[config.mk]
export PLATFORM = sky130hd
export DESIGN_NAME = gpio_cfg_decoder
export DESIGN_NICKNAME = d
export VERILOG_FILES = /design/src/rtl/gpio_cfg_decoder_pkg.sv /design/src/rtl/gpio_cfg_decoder_fifo.sv /design/src/rtl/gpio_cfg_decoder.sv
export SDC_FILE = /design/constraint.sdc
export NUM_CORES = 1
export LEC_CHECK = 0
export CORE_MARGIN = 5
export CORE_UTILIZATION = 52
export CTS_BUF_LIST = sky130_fd_sc_hd__clkbuf_8
export CTS_CLUSTER_DIAMETER = 80
export DETAILED_ROUTE_END_ITERATION = 7
export PLACE_DENSITY = 0.74
export RECOVER_POWER = 50
export SLEW_MARGIN = 10
export SYNTH_ARGS = -nofsm -noshare
export SYNTH_HDL_FRONTEND = slang
export SYNTH_SLANG_ARGS = --single-unit
[constraint.sdc]
create_clock -name clk -period 3.2 [get_ports clk]
set_input_delay 0.8 -clock clk [delete_from_list [all_inputs] [get_ports clk]]
set_output_delay 0.8 -clock clk [all_outputs]
set_load 0.02 [all_outputs]
[src/rtl/gpio_cfg_decoder_pkg.sv]
// Shared config package: PS GPIO word layout, trigger register addresses and
// the config-write record carried from the GPIO decoder to the register file.
package gpio_cfg_decoder_pkg;

  localparam int gpio_word_width = 25;
  localparam int gpio_wclk_bit   = 24;
  localparam int gpio_data_lsb   = 16;
  localparam int gpio_data_width = 8;
  localparam int gpio_addr_lsb   = 0;
  localparam int gpio_addr_width = 16;

  localparam logic [gpio_addr_width-1:0] run_trig_reg = 16'h0000;
  localparam logic [gpio_addr_width-1:0] del_trig_reg = 16'h0001;

  localparam int gpio_sync_stages    = 2;
  localparam int cfg_fifo_depth_log2 = 2;

  typedef struct packed {
    logic [gpio_addr_width-1:0] addr;
    logic [gpio_data_width-1:0] data;
  } cfg_wr_t;

endpackage

[src/rtl/gpio_cfg_decoder_fifo.sv]
// Write queue between the GPIO strobe detector and the config bus. A push into
// a full queue is accepted when the head pops in the same cycle.
module cfg_wr_fifo
  import gpio_cfg_decoder_pkg::*;
#(
  parameter int DEPTH_LOG2 = cfg_fifo_depth_log2
) (
  input  logic    clk,
  input  logic    rst_n,
  input  logic    push_i,
  input  cfg_wr_t wr_i,
  input  logic    pop_i,
  output cfg_wr_t rd_o,
  output logic    full_o,
  output logic    empty_o
);

  localparam int DEPTH = 2**DEPTH_LOG2;

  cfg_wr_t               mem_q [DEPTH];
  cfg_wr_t               last_q;
  logic [DEPTH_LOG2:0]   wr_ptr_q, rd_ptr_q;
  logic [DEPTH_LOG2-1:0] wr_idx, rd_idx;
  logic                  do_push, do_pop;

  assign wr_idx  = wr_ptr_q[DEPTH_LOG2-1:0];
  assign rd_idx  = rd_ptr_q[DEPTH_LOG2-1:0];
  assign empty_o = (wr_ptr_q == rd_ptr_q);
  assign full_o  = (wr_idx == rd_idx) && (wr_ptr_q[DEPTH_LOG2] != rd_ptr_q[DEPTH_LOG2]);
  assign do_pop  = pop_i & ~empty_o;
  assign do_push = push_i & (~full_o | do_pop);

  // Empty queue keeps presenting the last entry handed off.
  assign rd_o = empty_o ? last_q : mem_q[rd_idx];

  always_ff @(posedge clk) begin
    if (do_push) mem_q[wr_idx] <= wr_i;
  end

  always_ff @(posedge clk or negedge rst_n) begin
    if (!rst_n) begin
      wr_ptr_q <= '0;
      rd_ptr_q <= '0;
      last_q   <= '0;
    end else begin
      if (do_push) wr_ptr_q <= wr_ptr_q + (DEPTH_LOG2+1)'(1);
      if (do_pop) begin
        rd_ptr_q <= rd_ptr_q + (DEPTH_LOG2+1)'(1);
        last_q   <= mem_q[rd_idx];
      end
    end
  end

endmodule

[src/rtl/gpio_cfg_decoder.sv]
// PS GPIO to config-bus bridge: synchronises the GPIO word, turns rising edges
// of the write-clock bit into queued writes and decodes the trigger registers.
module gpio_cfg_decoder
  import gpio_cfg_decoder_pkg::*;
#(
  parameter int SYNC_STAGES     = gpio_sync_stages,
  parameter int FIFO_DEPTH_LOG2 = cfg_fifo_depth_log2
) (
  input  logic                       clk,
  input  logic                       rst,
  input  logic [gpio_word_width-1:0] gpio_in,
  output logic                       cfg_valid,
  input  logic                       cfg_ready,
  output logic [gpio_addr_width-1:0] cfg_addr,
  output logic [gpio_data_width-1:0] cfg_data,
  output logic                       run_trig,
  output logic                       del_trig,
  output logic                       overflow,
  output logic [15:0]                wr_count
);

  logic [gpio_word_width-1:0] sync_q [SYNC_STAGES];
  logic [gpio_word_width-1:0] sync_w;
  logic [SYNC_STAGES-1:0]     fill_q;
  logic                       prev_w_q, armed_q, armed_d;
  logic                       overflow_q, overflow_d;
  logic                       run_trig_q, del_trig_q;
  logic [15:0]                wr_count_q, wr_count_d;
  logic                       strobe, pop, push_acc, fifo_full, fifo_empty;
  cfg_wr_t                    wr_word, head;

  assign sync_w       = sync_q[SYNC_STAGES-1];
  assign strobe       = armed_q & sync_w[gpio_wclk_bit] & ~prev_w_q;
  assign wr_word.addr = sync_w[gpio_addr_lsb +: gpio_addr_width];
  assign wr_word.data = sync_w[gpio_data_lsb +: gpio_data_width];
  assign pop          = ~fifo_empty & cfg_ready;
  assign push_acc     = strobe & (~fifo_full | pop);

  // fill_q marks when the last sync stage holds a real post-reset sample, so
  // the reset-value zeros cannot arm the edge detector.
  always_comb begin
    armed_d    = armed_q | (fill_q[SYNC_STAGES-1] & ~sync_w[gpio_wclk_bit]);
    wr_count_d = wr_count_q + 16'(push_acc);
    overflow_d = overflow_q | (strobe & ~push_acc);
  end

  always_ff @(posedge clk or negedge rst) begin
    if (!rst) begin
      for (int i = 0; i < SYNC_STAGES; i++) sync_q[i] <= '0;
      fill_q     <= '0;
      prev_w_q   <= 1'b0;
      armed_q    <= 1'b0;
      overflow_q <= 1'b0;
      wr_count_q <= '0;
      run_trig_q <= 1'b0;
      del_trig_q <= 1'b0;
    end else begin
      sync_q[0] <= gpio_in;
      for (int i = 1; i < SYNC_STAGES; i++) sync_q[i] <= sync_q[i-1];
      fill_q     <= {fill_q[SYNC_STAGES-2:0], 1'b1};
      prev_w_q   <= sync_w[gpio_wclk_bit];
      armed_q    <= armed_d;
      overflow_q <= overflow_d;
      wr_count_q <= wr_count_d;
      run_trig_q <= pop & (head.addr == run_trig_reg);
      del_trig_q <= pop & (head.addr == del_trig_reg);
    end
  end

  cfg_wr_fifo #(.DEPTH_LOG2(FIFO_DEPTH_LOG2)) u_fifo (
    .clk     (clk),
    .rst_n   (rst),
    .push_i  (strobe),
    .wr_i    (wr_word),
    .pop_i   (pop),
    .rd_o    (head),
    .full_o  (fifo_full),
    .empty_o (fifo_empty)
  );

  assign cfg_valid = ~fifo_empty;
  assign cfg_addr  = head.addr;
  assign cfg_data  = head.data;
  assign run_trig  = run_trig_q;
  assign del_trig  = del_trig_q;
  assign overflow  = overflow_q;
  assign wr_count  = wr_count_q;

endmodule

==> results of run 1 <==
[worst register-to-register path, delay by kind of cell, from the launching register on]
family / cells / cell delay (ns)
XOR/XNOR: 2 / 0.32
AO/OA/AOI/OAI: 1 / 0.17
adder cells (fa/ha/maj): 2 / 0.47
AND/OR/NAND/NOR: 3 / 0.67
buffers and inverters: 1 / 0.15
flip-flops: 1 / 0.44
[cells in the final DEF, fill, tap and decap left out, types with 5 or more instances in the layout]
master	instances
buf_4	16
clkbuf_8	17
clkdlybuf4s50_1	21
dfrtp_1	102
dlygate4sd2_1	24
dlygate4sd3_1	25
edfxtp_1	96
ha_1	7
inv_1	7
mux2_1	7
mux2_2	42
mux4_2	24
nand2_1	6
nand3_1	7
nor3_1	5
xnor2_1	11
xor2_1	10
[routing by layer]
metal,up-vias,part of all wire [%]
met5,-,0
met4,0,0.92
met3,8,4.1
met2,57,52
met1,1785,43
li1,1567,-
[final timing paths]
kind | start | to | slack (ns) | depth (start not counted)
hold reg to reg | sync_q[43] | sync_w[18] | 0.35 | 0
max in group asynchronous | rst | sync_w[17] | 0.97 | 2
hold / removal | sync_q[43] | sync_w[18] | 0.35 | 0
setup reg to reg | u_fifo.wr_ptr_q[1] | wr_count[14] | 0.89 | 9
min in group asynchronous | rst | sync_w[16] | 0.57 | 1
setup / recovery | u_fifo.rd_ptr_q[0] | cfg_addr[2] | 0.13 | 4
[report_power, final]
group / internal [mW] / switching (mW) / leakage (nW) / total, mW
clock network: 0.619 / 0.833 / 0.185 / 1.45
registers: 3.10 / 0.216 / 2.10 / 3.32
logic: 1.38 / 1.44 / 1.03 / 2.82
total: 5.11 / 2.49 / 3.31 / 7.59
[per-stage QoR]
step	area [um^2]	power, mW	util (%)	hold WS [ns]	cells
after global routing	8570	8.03	62.5	0.364	657
after detailed placement	8230	6.43	60.0	0.335	625
after floorplan	7200	5.25	-	0.331	363
final	8570	7.59	62.5	0.353	657
after CTS	8580	7.71	62.6	0.350	657
after global placement	8230	6.35	60.0	0.332	625
[cell type report]
| type | instances | area, um^2 |
|---|---|---|
| Clock buffer | 17 | 234 |
| Fill cell | 1002 | 5150 |
| Tap cell | 180 | 225 |
| Sequential cell | 199 | 5460 |
| Multi-Input combinational cell | 148 | 1660 |
| Clock inverter | 15 | 129 |
| Inverter | 5 | 18.8 |
| Timing Repair Buffer | 93 | 848 |
[kinds of logic after synthesis]
| kind of cell | after synthesis | synth area share (%) |
|---|---|---|
| compound gates | 5 | 0.626 |
| xor+xnor | 22 | 2.68 |
| fa+ha+maj | 7 | 1.22 |
| buf+inv | 16 | 1.29 |
| flops | 199 | 75.8 |
| mux | 73 | 15.2 |
| other cells | 1 | 0.0521 |
| simple gates | 40 | 3.16 |
[timing repair]
action | in CTS | in global routing
endpoints found under the setup margin | 24 | 0
resized for setup | 29 | 0
setup buffers | 0 | 0
==> impl_metrics.env, run 1 <==
export IMPL_fin_crit_ns=3.07
export IMPL_die_area_um2=16300
export IMPL_gp_congestion=0.719
export IMPL_clock_latency_ns=0.45
export IMPL_wire_per_inst_um=18.1
export IMPL_ys_ff_latch=199
export IMPL_syn_to_final_growth_pct=19.0
export IMPL_finalHoldViolations=0
export IMPL_met3_usage_pct=4.33
export IMPL_drt_total_wl_um=11900
export IMPL_rsz0062_at_grt="false"
export IMPL_track_usage_pct=16.1
export IMPL_fin_worst_skew_ns=0.0148
export IMPL_viasPerCell=5.20
export IMPL_chipHeight_um=128
export IMPL_htree_num_levels=4
export IMPL_core_area_um2=13700
export IMPL_setup_violations=0
export IMPL_crit_arrival_ns=2.27
export IMPL_top_register="u_fifo.mem_q"
export IMPL_power_density_nw_per_um2=885
export IMPL_grt_use_met2_pct=26.6
export IMPL_numCtsBuffers=17
export IMPL_antenna_found_initial=0
export IMPL_port_buffers=71
export IMPL_slew_limit_headroom_pct=21.4
export IMPL_synth_edf_count=96
export IMPL_busiest_layer="met2"
export IMPL_tns_ns=0
export IMPL_numClockSinks=199
export IMPL_vdd_ir_drop_worst_uv=523
export IMPL_start_kind="register"
export IMPL_status="complete, no violations"
export IMPL_ctsHoldBuffers=0
export IMPL_synth_largest_area_cell="edfxtp_1"
export IMPL_clock_fmax_ghz=0.325
export IMPL_drt_iter0_markers=272
export IMPL_cts_tree="built"
export IMPL_fin_crit_sh_pct=96.1
export IMPL_cp_num_buf_inv=2
export IMPL_fp_row_count=43
export IMPL_dp_hpwl_um=8090
export IMPL_largest_reg_flops=96
export IMPL_globalRouteOverflowTotal=0
export IMPL_dr_pass1_iters=4
export IMPL_cts_root_buf="clkbuf_8"
export IMPL_synth_avg_cell_area_um2=19.8
export IMPL_cp_slowest_cell="mux4_2"
export IMPL_synth_fp_nets=398
export IMPL_drcViolationCount=0
export IMPL_grt_pass1_wl_um=19700
export IMPL_synthTopCellsByArea="edfxtp_1 (40%), dfrtp_1 (36%), mux4_2 (7.5%)"
export IMPL_cp_top_family="multiplexers"
export IMPL_num_io_pins=72
export IMPL_initial_core_util_pct=52.5
export IMPL_clk_pin_slew_ns=0.09
export IMPL_critical_path_cell_chain="buf_6 -> mux4_2 -> mux2_2 -> dlygate4sd2_1"
export IMPL_cts_buffer_depth=2
export IMPL_slowest_delay_ns=0.56
export IMPL_synth_top_cell_area_share_pct=40.0
export IMPL_tightest_slew_ns=1.18
export IMPL_die_x_um=128
export IMPL_synthArstFlopShare_pct=51.8
export IMPL_final_layout_size_suffix_gt1_share_pct=25.6
export IMPL_pre_cts_slack_ns=0.257
export IMPL_met1_usage_pct=21.3
export IMPL_netlist_instances=363
export IMPL_cap_violations=0
export IMPL_syn_cell_area_um2=7200
export IMPL_antennaDiodeCount=0
export IMPL_grt_pass1_vias=3774
export IMPL_yosysMostFrequentCell="dfrtp_1"
export IMPL_hp_class="register to register"
export IMPL_finalMaxSlewViolations=0
export IMPL_cp_max_fo=9
export IMPL_yosysSeqAreaShare_pct=75.8
export IMPL_synthFlopType="dfrtp_1"
export IMPL_cp_required_ns=2.40
export IMPL_synth_cell_types=33
export IMPL_crit_path_end_kind="output port"
export IMPL_p_leak_nw=3.31
export IMPL_yosys_warnings=0
export IMPL_vias=3417
export IMPL_grt_max_degree=47
export IMPL_netlist_top_cells_count="dfrtp_1 (103), edfxtp_1 (96), mux2_2 (42)"
export IMPL_setup_slack_ns=0.125
export IMPL_drtAntennaViolNets=0
export IMPL_nets=499
export IMPL_path_class="register to output port"
No activity file was read; power rests on OpenSTA's default activity.
==> run 2, diff against run 1 <==
CORE_MARGIN = 3   (was 5)
CTS_BUF_LIST = sky130_fd_sc_hd__clkbuf_2 sky130_fd_sc_hd__clkbuf_4 sky130_fd_sc_hd__clkbuf_8   (was sky130_fd_sc_hd__clkbuf_8)
SETUP_SLACK_MARGIN = 0.02   (was default)
==> impl_metrics.env, run 2 (same netlist as run 1, synthesis figures left out) <==
export IMPL_finalHoldViolations=0
export IMPL_mostFrequentLayoutCells="dfrtp_1 (102), edfxtp_1 (96), mux2_2 (42)"
export IMPL_antennaDiodeCount=0
export IMPL_nets=498
export IMPL_holdWs_ns=0.352
export IMPL_gp_congestion=0.724
export IMPL_cts_tree="built"
export IMPL_die_x_um=124
export IMPL_drcViolationCount=0
export IMPL_fin_worst_skew_ns=0.0123
export IMPL_htree_num_levels=4
export IMPL_setup_violations=0
export IMPL_viasPerCell=5.29
export IMPL_rsz0062_at_grt="false"
export IMPL_grt_max_degree=74
export IMPL_cts_buffer_depth=2
export IMPL_slew_limit_headroom_pct=-23.9
export IMPL_dp_hpwl_um=8030
export IMPL_drt_total_wl_um=12100
export IMPL_track_usage_pct=17.4
export IMPL_final_layout_size_suffix_gt1_share_pct=26.3
export IMPL_ctsHoldBuffers=0
export IMPL_grt_pass1_vias=3608
export IMPL_finalMaxSlewViolations=74
export IMPL_vias=3450
export IMPL_dr_pass1_iters=4
export IMPL_tns_ns=0
export IMPL_tightest_slew_ns=1.86
export IMPL_cp_required_ns=2.40
export IMPL_fin_crit_ns=3.07
export IMPL_globalRouteOverflowTotal=0
export IMPL_r2r_start="u_fifo.rd_ptr_q[0]"
export IMPL_path_class="register to output port"
export IMPL_grt_pass1_wl_um=19300
export IMPL_final_common_cell="dfrtp_1"
export IMPL_violations="max-capacitance violations, max-slew violations"
export IMPL_numClockSinks=199
export IMPL_postCtsSetupRepairBufs=0
export IMPL_drtAntennaViolNets=0
export IMPL_largest_reg_flops=96
export IMPL_clock_fmax_ghz=0.326
export IMPL_cp_slowest_cell="mux4_2"
export IMPL_core_area_um2=13400
export IMPL_cp_num_buf_inv=2
export IMPL_start_kind="register"
export IMPL_vdd_ir_drop_worst_uv=548
export IMPL_drt_iter0_markers=238
export IMPL_cp_startpoint="u_fifo.rd_ptr_q[0]"
export IMPL_hp_class="register to register"
export IMPL_top_register="u_fifo.mem_q"
export IMPL_cap_violations=1
export IMPL_numCtsBuffers=17
export IMPL_num_io_pins=72
export IMPL_antenna_found_initial=0
export IMPL_slowest_delay_ns=0.57
export IMPL_port_buffers=71
export IMPL_p_leak_nw=3.35
export IMPL_status="finished, violations left"
export IMPL_crit_path_end_kind="output port"
export IMPL_hp_start="sync_q[44]"
export IMPL_n_fill_cell=958
export IMPL_critical_path_cell_chain="buf_6 -> mux4_2 -> mux2_2 -> dlygate4sd2_1"
export IMPL_cts_root_buf="clkbuf_8"
export IMPL_power_density_nw_per_um2=907
export IMPL_fin_crit_sh_pct=95.9
export IMPL_clock_latency_ns=0.45
export IMPL_cp_top_family="multiplexers"
export IMPL_chipHeight_um=124
export IMPL_die_area_um2=15300
export IMPL_crit_arrival_ns=2.27
export IMPL_wire_per_inst_um=18.6
export IMPL_clk_pin_slew_ns=0.10
export IMPL_fp_row_count=42
export IMPL_syn_to_final_growth_pct=20.2
export IMPL_initial_core_util_pct=53.7
export IMPL_cp_max_fo=10
run 2: where the power goes:
| group | switching, mW | total (mW) | internal, mW |
|---|---|---|---|
| Clock | 0.844 | 1.67 | 0.828 |
| Combinational | 1.44 | 2.86 | 1.42 |
| Sequential | 0.219 | 3.32 | 3.10 |
| Total | 2.50 | 7.85 | 5.35 |
run 2: per-layer routing:
layer | GRT usage, % | part of all wire (%)
met4 | 5.19 | 1.3
met3 | 5.04 | 5.0
met1 | 23.2 | 42
met5 | 0 | 0
met2 | 28.3 | 52
run 2: path summary, 6_finish.rpt:
kind	endpoint	slack (ns)	cells past startpoint
max	cfg_data[7]	0.13	4
min	sync_w[19]	0.35	0
max in group asynchronous	u_fifo.rd_ptr_q[0]	1.14	1
min in group asynchronous	fill_q[1]	0.87	1
max reg2reg	wr_count[14]	0.85	9
min reg2reg	sync_w[19]	0.35	0
run 2: area by class of cell:
cell class	count	area [um^2]	share of cell area, %
well taps	176	220	2.54
inverters	5	18.8	0.217
multi-input cells	148	1650	19.1
flip-flops and latches	199	5460	63.1
clock inverters	12	169	1.95
repair buffers	92	875	10.1
clock buffers	20	263	3.04
run 2: worst register-to-register path: stages (launching register included):
cell     delay, ns
dfrtp_2       0.45
xnor2_1       0.15
buf_4         0.15
a41oi_2       0.19
ha_1          0.25
ha_1          0.23
nand2_1       0.12
nor4_1        0.39
nand4_1       0.16
xnor2_1       0.15
run 2: metrics by stage:
step / instances / power (mW) / setup WS [ns] / area [um^2] / utilization (%)
finish: 652 / 7.85 / 0.130 / 8660 / 64.6
global route: 652 / 8.30 / 0.0268 / 8660 / 64.6
CTS: 652 / 7.98 / 0.0757 / 8660 / 64.6
detailed placement: 620 / 6.50 / 0.270 / 8250 / 61.6
global placement: 620 / 6.42 / 0.330 / 8250 / 61.6
floorplan: 363 / 5.25 / 0.687 / 7200 / -
run 2: repair_timing:
action	4_1_cts	5_1_grt
resized for setup	25	0
endpoints found under the hold margin	0	0
setup endpoints to repair	24	0
